===== config.mk =====
export PLATFORM = sky130hd
export DESIGN_NAME = led_sequencer
export DESIGN_NICKNAME = d
export VERILOG_FILES = /design/src/rtl/led_sequencer_pkg.sv /design/src/rtl/led_sequencer_tick_divider.sv /design/src/rtl/led_sequencer.sv
export SDC_FILE = /design/constraint.sdc
export NUM_CORES = 1
export LEC_CHECK = 0
export ABC_AREA = 1
export CAP_MARGIN = 20
export CORE_MARGIN = 3
export CORE_UTILIZATION = 51
export CTS_CLUSTER_DIAMETER = 60
export CTS_CLUSTER_SIZE = 40
export DETAILED_ROUTE_END_ITERATION = 10
export HOLD_SLACK_MARGIN = 0.06
export PLACE_DENSITY = 0.87
export SLEW_MARGIN = 20
export SYNTH_ARGS = -nofsm -noshare
export SYNTH_HDL_FRONTEND = slang
export SYNTH_SLANG_ARGS = --single-unit

===== constraint.sdc =====
create_clock -name clk_i -period 5.6 [get_ports clk_i]
set_input_delay 0.56 -clock clk_i [delete_from_list [all_inputs] [get_ports clk_i]]
set_output_delay 0.56 -clock clk_i [all_outputs]
set_load 0.05 [all_outputs]

===== src/rtl/led_sequencer_pkg.sv =====
// led_sequencer_pkg: shared types and the pattern step function for the LED sequencer
//   led_mode_t   : OFF / COUNT / WALK / HOLD pattern modes
//   seq_state_t  : bus FSM states IDLE / WRITE
//   rgb_led_t    : packed 8-bit-per-channel RGB value
//   next_pattern : pattern produced by one processed tick
package led_sequencer_pkg;

    typedef enum logic [1:0] {
        OFF   = 2'd0,
        COUNT = 2'd1,
        WALK  = 2'd2,
        HOLD  = 2'd3
    } led_mode_t;

    typedef enum logic {
        IDLE  = 1'b0,
        WRITE = 1'b1
    } seq_state_t;

    typedef struct packed {
        logic [7:0] r;
        logic [7:0] g;
        logic [7:0] b;
    } rgb_led_t;

    function automatic logic [7:0] next_pattern(led_mode_t mode, logic [7:0] p, logic [7:0] user);
        logic one_hot;
        one_hot = (p != 8'd0) && ((p & (p - 8'd1)) == 8'd0);
        return mode == OFF   ? 8'h00 :
               mode == COUNT ? p + 8'd1 :
               mode == WALK  ? (one_hot ? {p[6:0], p[7]} : 8'h01) :
                               user;
    endfunction

endpackage


===== src/rtl/led_sequencer_tick_divider.sv =====
// tick_divider: one-cycle tick every DIV enabled clock cycles
//   clk_i  : system clock
//   rst_i  : asynchronous active-high reset
//   enable : 1 = count, 0 = counter held at 0
//   tick   : registered pulse, first one DIV cycles after counting starts
module tick_divider #(
    parameter int DIV = 12000000
) (
    input  logic clk_i,
    input  logic rst_i,
    input  logic enable,
    output logic tick
);

    localparam int W = $clog2(DIV);

    logic [W-1:0] cnt;
    logic         wrap;

    assign wrap = cnt == W'(DIV - 1);

    always_ff @(posedge clk_i or posedge rst_i)
        if (rst_i) begin
            cnt  <= '0;
            tick <= 1'b0;
        end else begin
            cnt  <= (!enable || wrap) ? '0 : cnt + 1'b1;
            tick <= enable && wrap;
        end

endmodule


===== src/rtl/led_sequencer.sv =====
// led_sequencer: steps an 8-bit LED pattern on a divided tick and writes it over Wishbone
//   clk_i, rst_i       : clock, asynchronous active-high reset
//   enable             : run the tick divider
//   mode, user_pattern : pattern mode and HOLD value, sampled when a tick is processed
//   err_clr            : clears the sticky timeout flag
//   cyc_o/stb_o/we_o, adr_o, dat_o, ack_i : Wishbone classic controller write port
//   pattern, busy, err : committed pattern, WRITE in progress, bus timeout flag
// Optional: define LED_SEQUENCER_TIMEOUT_EN to abort a write after 16 unacknowledged cycles.
module led_sequencer
    import led_sequencer_pkg::*;
#(
    parameter int          TICK_DIV = 12000000,
    parameter logic [31:0] LED_ADDR = 32'h0000_0000
) (
    input  logic        clk_i,
    input  logic        rst_i,
    input  logic        enable,
    input  logic [1:0]  mode,
    input  logic [7:0]  user_pattern,
    input  logic        err_clr,
    output logic        cyc_o,
    output logic        stb_o,
    output logic        we_o,
    output logic [31:0] adr_o,
    output logic [31:0] dat_o,
    input  logic        ack_i,
    output logic [7:0]  pattern,
    output logic        busy,
    output logic        err
);

    seq_state_t state, state_n;
    logic       tick, pending, proc, tmo;
    logic [7:0] nxt;

    tick_divider #(.DIV(TICK_DIV)) u_tick (
        .clk_i  (clk_i),
        .rst_i  (rst_i),
        .enable (enable),
        .tick   (tick)
    );

    // a tick seen during WRITE is replayed in the first IDLE cycle
    assign proc = state == IDLE && (tick || pending);
    assign nxt  = next_pattern(led_mode_t'(mode), pattern, user_pattern);

    always_ff @(posedge clk_i or posedge rst_i)
        if (rst_i) begin
            state   <= IDLE;
            pattern <= 8'h00;
            pending <= 1'b0;
        end else begin
            state   <= state_n;
            pattern <= proc ? nxt : pattern;
            pending <= enable && state == WRITE && (pending || tick);
        end

    always_comb begin
        state_n = state;
        state_n = state == IDLE ? ((proc && nxt != pattern) ? WRITE : IDLE) :
                                  ((ack_i || tmo) ? IDLE : WRITE);
    end

    always_comb begin
        cyc_o = state == WRITE;
        stb_o = state == WRITE;
        we_o  = state == WRITE;
        busy  = state == WRITE;
    end

    assign adr_o = LED_ADDR;
    assign dat_o = {24'b0, pattern};

`ifdef LED_SEQUENCER_TIMEOUT_EN
    logic [3:0] tcnt;

    // 16th consecutive unacknowledged WRITE cycle aborts the transfer
    assign tmo = state == WRITE && !ack_i && tcnt == 4'd15;

    always_ff @(posedge clk_i or posedge rst_i)
        if (rst_i) begin
            tcnt <= 4'd0;
            err  <= 1'b0;
        end else begin
            tcnt <= (state == WRITE && !ack_i) ? tcnt + 4'd1 : 4'd0;
            err  <= tmo ? 1'b1 : err_clr ? 1'b0 : err;
        end
`else
    logic unused_err_clr;
    assign unused_err_clr = err_clr;
    assign tmo = 1'b0;
    assign err = 1'b0;
`endif

`ifdef FORMAL
    a_idle_quiet: assert property (@(posedge clk_i) disable iff (rst_i)
        state == IDLE |-> !cyc_o && !stb_o && !we_o);
    c_round_trip: cover property (@(posedge clk_i) disable iff (rst_i)
        state == IDLE ##1 state == WRITE ##[1:$] state == IDLE);
`endif

endmodule

==> flow_summary.toml <==
[run_status]
status = "complete, no violations"

[route]
detail-route-antenna-nets = 0
drc_errors = 0
wl_um = 5997
via_per_inst = 4.903
drtIter0Drc = 138
vias = 2486
drtPass1Iterations = 4
routedWlPerCell_um = 11.83

[global_route]
grt_pass1_vias = 2419
met1_usage_pct = 22.99
grt_pass1_wl_um = 10250
antenna_found_initial = 0
grt_util_met2_pct = 33.68
grt_max_degree = 36
track_usage_pct = 19.43
busiest_layer = "met2"
gr-total-overflow = 0
met3_usage_pct = 4.057

[floorplan]
die_y_um = 81.88
start_util_pct = 53.00
die_area_sq_um = 6704
fp-row-count = 27
die_w_um = 81.88
ioPinCount = 92
core_sq_um = 5540

[pwr]
p_leak_nw = 1.484
powerDensity_nw_per_um2 = 206.5
max-vdd-ir-drop_uv = 105.8

[min_path]
hold_class = "reg -> reg"
hp-start = "u_tick.cnt[0]$_DFF_PP0_"

[clocking]
path_clk_slew_ps = 70
htree_levels = 2
worst_skew_pair.late_latency_ps = 290
post-cts-setup-buffers = 0
clk_path_buf_depth = 2
cts_hold_buf = 0
ctsResizeCount = 0
clock_sinks = 35
root_buffer = "clkbuf_8"
cts_tree = "done"
numCtsBuffers = 5

[place]
gp_congestion = 0.9350
dpl.cell_count = 499
place_hpwl_um = 4681
numPortBuffers = 33

[final_layout]
fillers = 558
fin_util_pct = 56.21
nNetsFinal = 452
syn2layout_area_growth_pct = 6.050
drive_gt1_share_pct = 11.03
fin_cells = 507
n_antenna_cell = 0

[setup_path]
cp_slowest_cell = "nand2_1"
critical_path.top_delay_family = "simple AND/OR/NAND/NOR gates"
crit_buf_inv = 1
cp_max_fo = 20
critPathMaxStageDelay_ps = 620
startpoint_type = "flop"
crit_path_frequent_cell = "nand2_1"
cp.required_ps = 5780
rr_startpoint = "u_tick.cnt[0]$_DFF_PP0_"
worstPathCellList = "ha_1 > nand2_1 > nor2_2 > inv_1 > nor4_1 > nand3_1 > nand2_1 > nor2_1 > o21a_1"
critical_path_class = "reg -> reg"
worst_ep_arrival_time_ps = 2650
critical_path.startpoint = "u_tick.cnt[0]$_DFF_PP0_"
cp-end-kind = "flop"

[run]
cap_viol_max_count = 0

[timing]
setup_viol = 0
relSlewSlack_pct = 52.55
slew_viol_final = 0
fin_crit_sh_pct = 44.11
fin_tns_setup_ps = 0
min_period_ps = 2470
hold_viol = 0
max_freq_ghz = 0.4048
rsz0062_at_grt = "no"
tightest_slew_ps = 710.0
skew_ps = 7.363
holdWs_ps = 483.6

[synthesis]
ys_async_sr_fraction_pct = 100.0
synth_top_area_share_pct = 29.83
yosysUniqueCellTypes = 37
synth.most_common_cell = "nand2_1"
postSynthAreaPerCell_sq_um = 7.162
synth_warnings = 0
ys_ff_latch = 35
synth_area_sq_um = 2937
yosysSeqAreaShare_pct = 29.83
syn_inst = 410
synth_edf_count = 0
synth_common_cells = "81 x nand2_1, 69 x buf_4, 45 x nor2_1, 35 x dfrtp_1, 35 x inv_1"
yosys.area.top_type = "dfrtp_1"
synth_ff_type = "dfrtp_1"
synthTopCellsByArea = "dfrtp_1 30%, buf_4 18%, nand2_1 10%"
-- flip-flops by register name (all words and copies together) (netlist names) --
| signal | flops |
|---|---|
| busy | 1 |
| pattern | 8 |
| pending | 1 |
| u_tick.cnt | 24 |
| u_tick.tick | 1 |
-- metrics by stage --
step / total power, mW / worst slack, ps / area, sq um
final: 0.6432 / 3130 / 3114
after global routing: 0.6803 / 2903 / 3114
after CTS: 0.6506 / 3131 / 3114
after detailed placement: 0.4747 / 3086 / 3033
after global placement: 0.4718 / 3127 / 3033
after floorplan: 0.4718 / 3364 / 3147
-- final timing paths --
check / end / slack [ps] / depth (start not counted)
worst max-delay path: u_tick.cnt[12]$_DFF_PP0_ / 3130 / 9
worst min-delay path: u_tick.cnt[0]$_DFF_PP0_ / 480 / 1
worst max register to register: u_tick.cnt[12]$_DFF_PP0_ / 3130 / 9
worst min register to register: u_tick.cnt[0]$_DFF_PP0_ / 480 / 1
max in group asynchronous: u_tick.cnt[3]$_DFF_PP0_ / 4610 / 3
min in group asynchronous: u_tick.cnt[2]$_DFF_PP0_ / 670 / 3
-- metal layers --
layer	routed length, um	up-vias
met4	144	0
met5	0	-
met2	3108	85
met1	2356	1144
li1	-	1243
met3	387	14
-- cell type report --
type | count | area [sq um] | share of cell area (%)
inverters | 44 | 165.2 | 5.303
clock buffers | 7 | 76.32 | 2.451
well taps | 72 | 90.09 | 2.893
multi-input cells | 314 | 1564 | 50.22
repair buffers | 34 | 337.8 | 10.85
flip-flops and latches | 35 | 875.8 | 28.12
clock inverters | 1 | 5.005 | 0.1607
-- cell families after synthesis --
logic type / synth area share, %
compound gates: 7.030
xor+xnor: 1.193
fa+ha+maj: 1.278
buf+inv: 24.07
flops: 29.83
other cells: 0.1277
simple gates: 36.47
-- worst reg2reg max path: stages, from the launching register on --
cell and delay [ps]:
dfrtp_1 390, ha_1 180, nand2_1 80, nor2_2 130, inv_1 60, nor4_1 340
nand3_1 320, nand2_1 630, nor2_1 120, o21a_1 130
-- where the power goes --
group,internal [mW],switching (mW),leakage [nW]
clock network,0.0871,0.0854,0.0422
registers,0.258,0.0124,0.465
logic,0.0402,0.160,0.976
total,0.386,0.258,1.48
-- cell usage in the layout (no fill, tap or decap), types with 4 or more instances in the layout --
cell type / instances
nand2_1: 81
conb_1: 57
nor2_1: 45
inv_1: 35
dfrtp_1: 35
clkdlybuf4s50_1: 33
nand3_1: 30
o21ai_0: 16
a21oi_1: 9
inv_2: 8
nand4_1: 8
nor2_2: 7
nor2_4: 7
nand2_2: 7
nor3_1: 7
nor4_1: 6
clkbuf_8: 5
nand3_2: 4
xor2_1: 4
nor3b_1: 4
(Power assumes the default switching activity.)
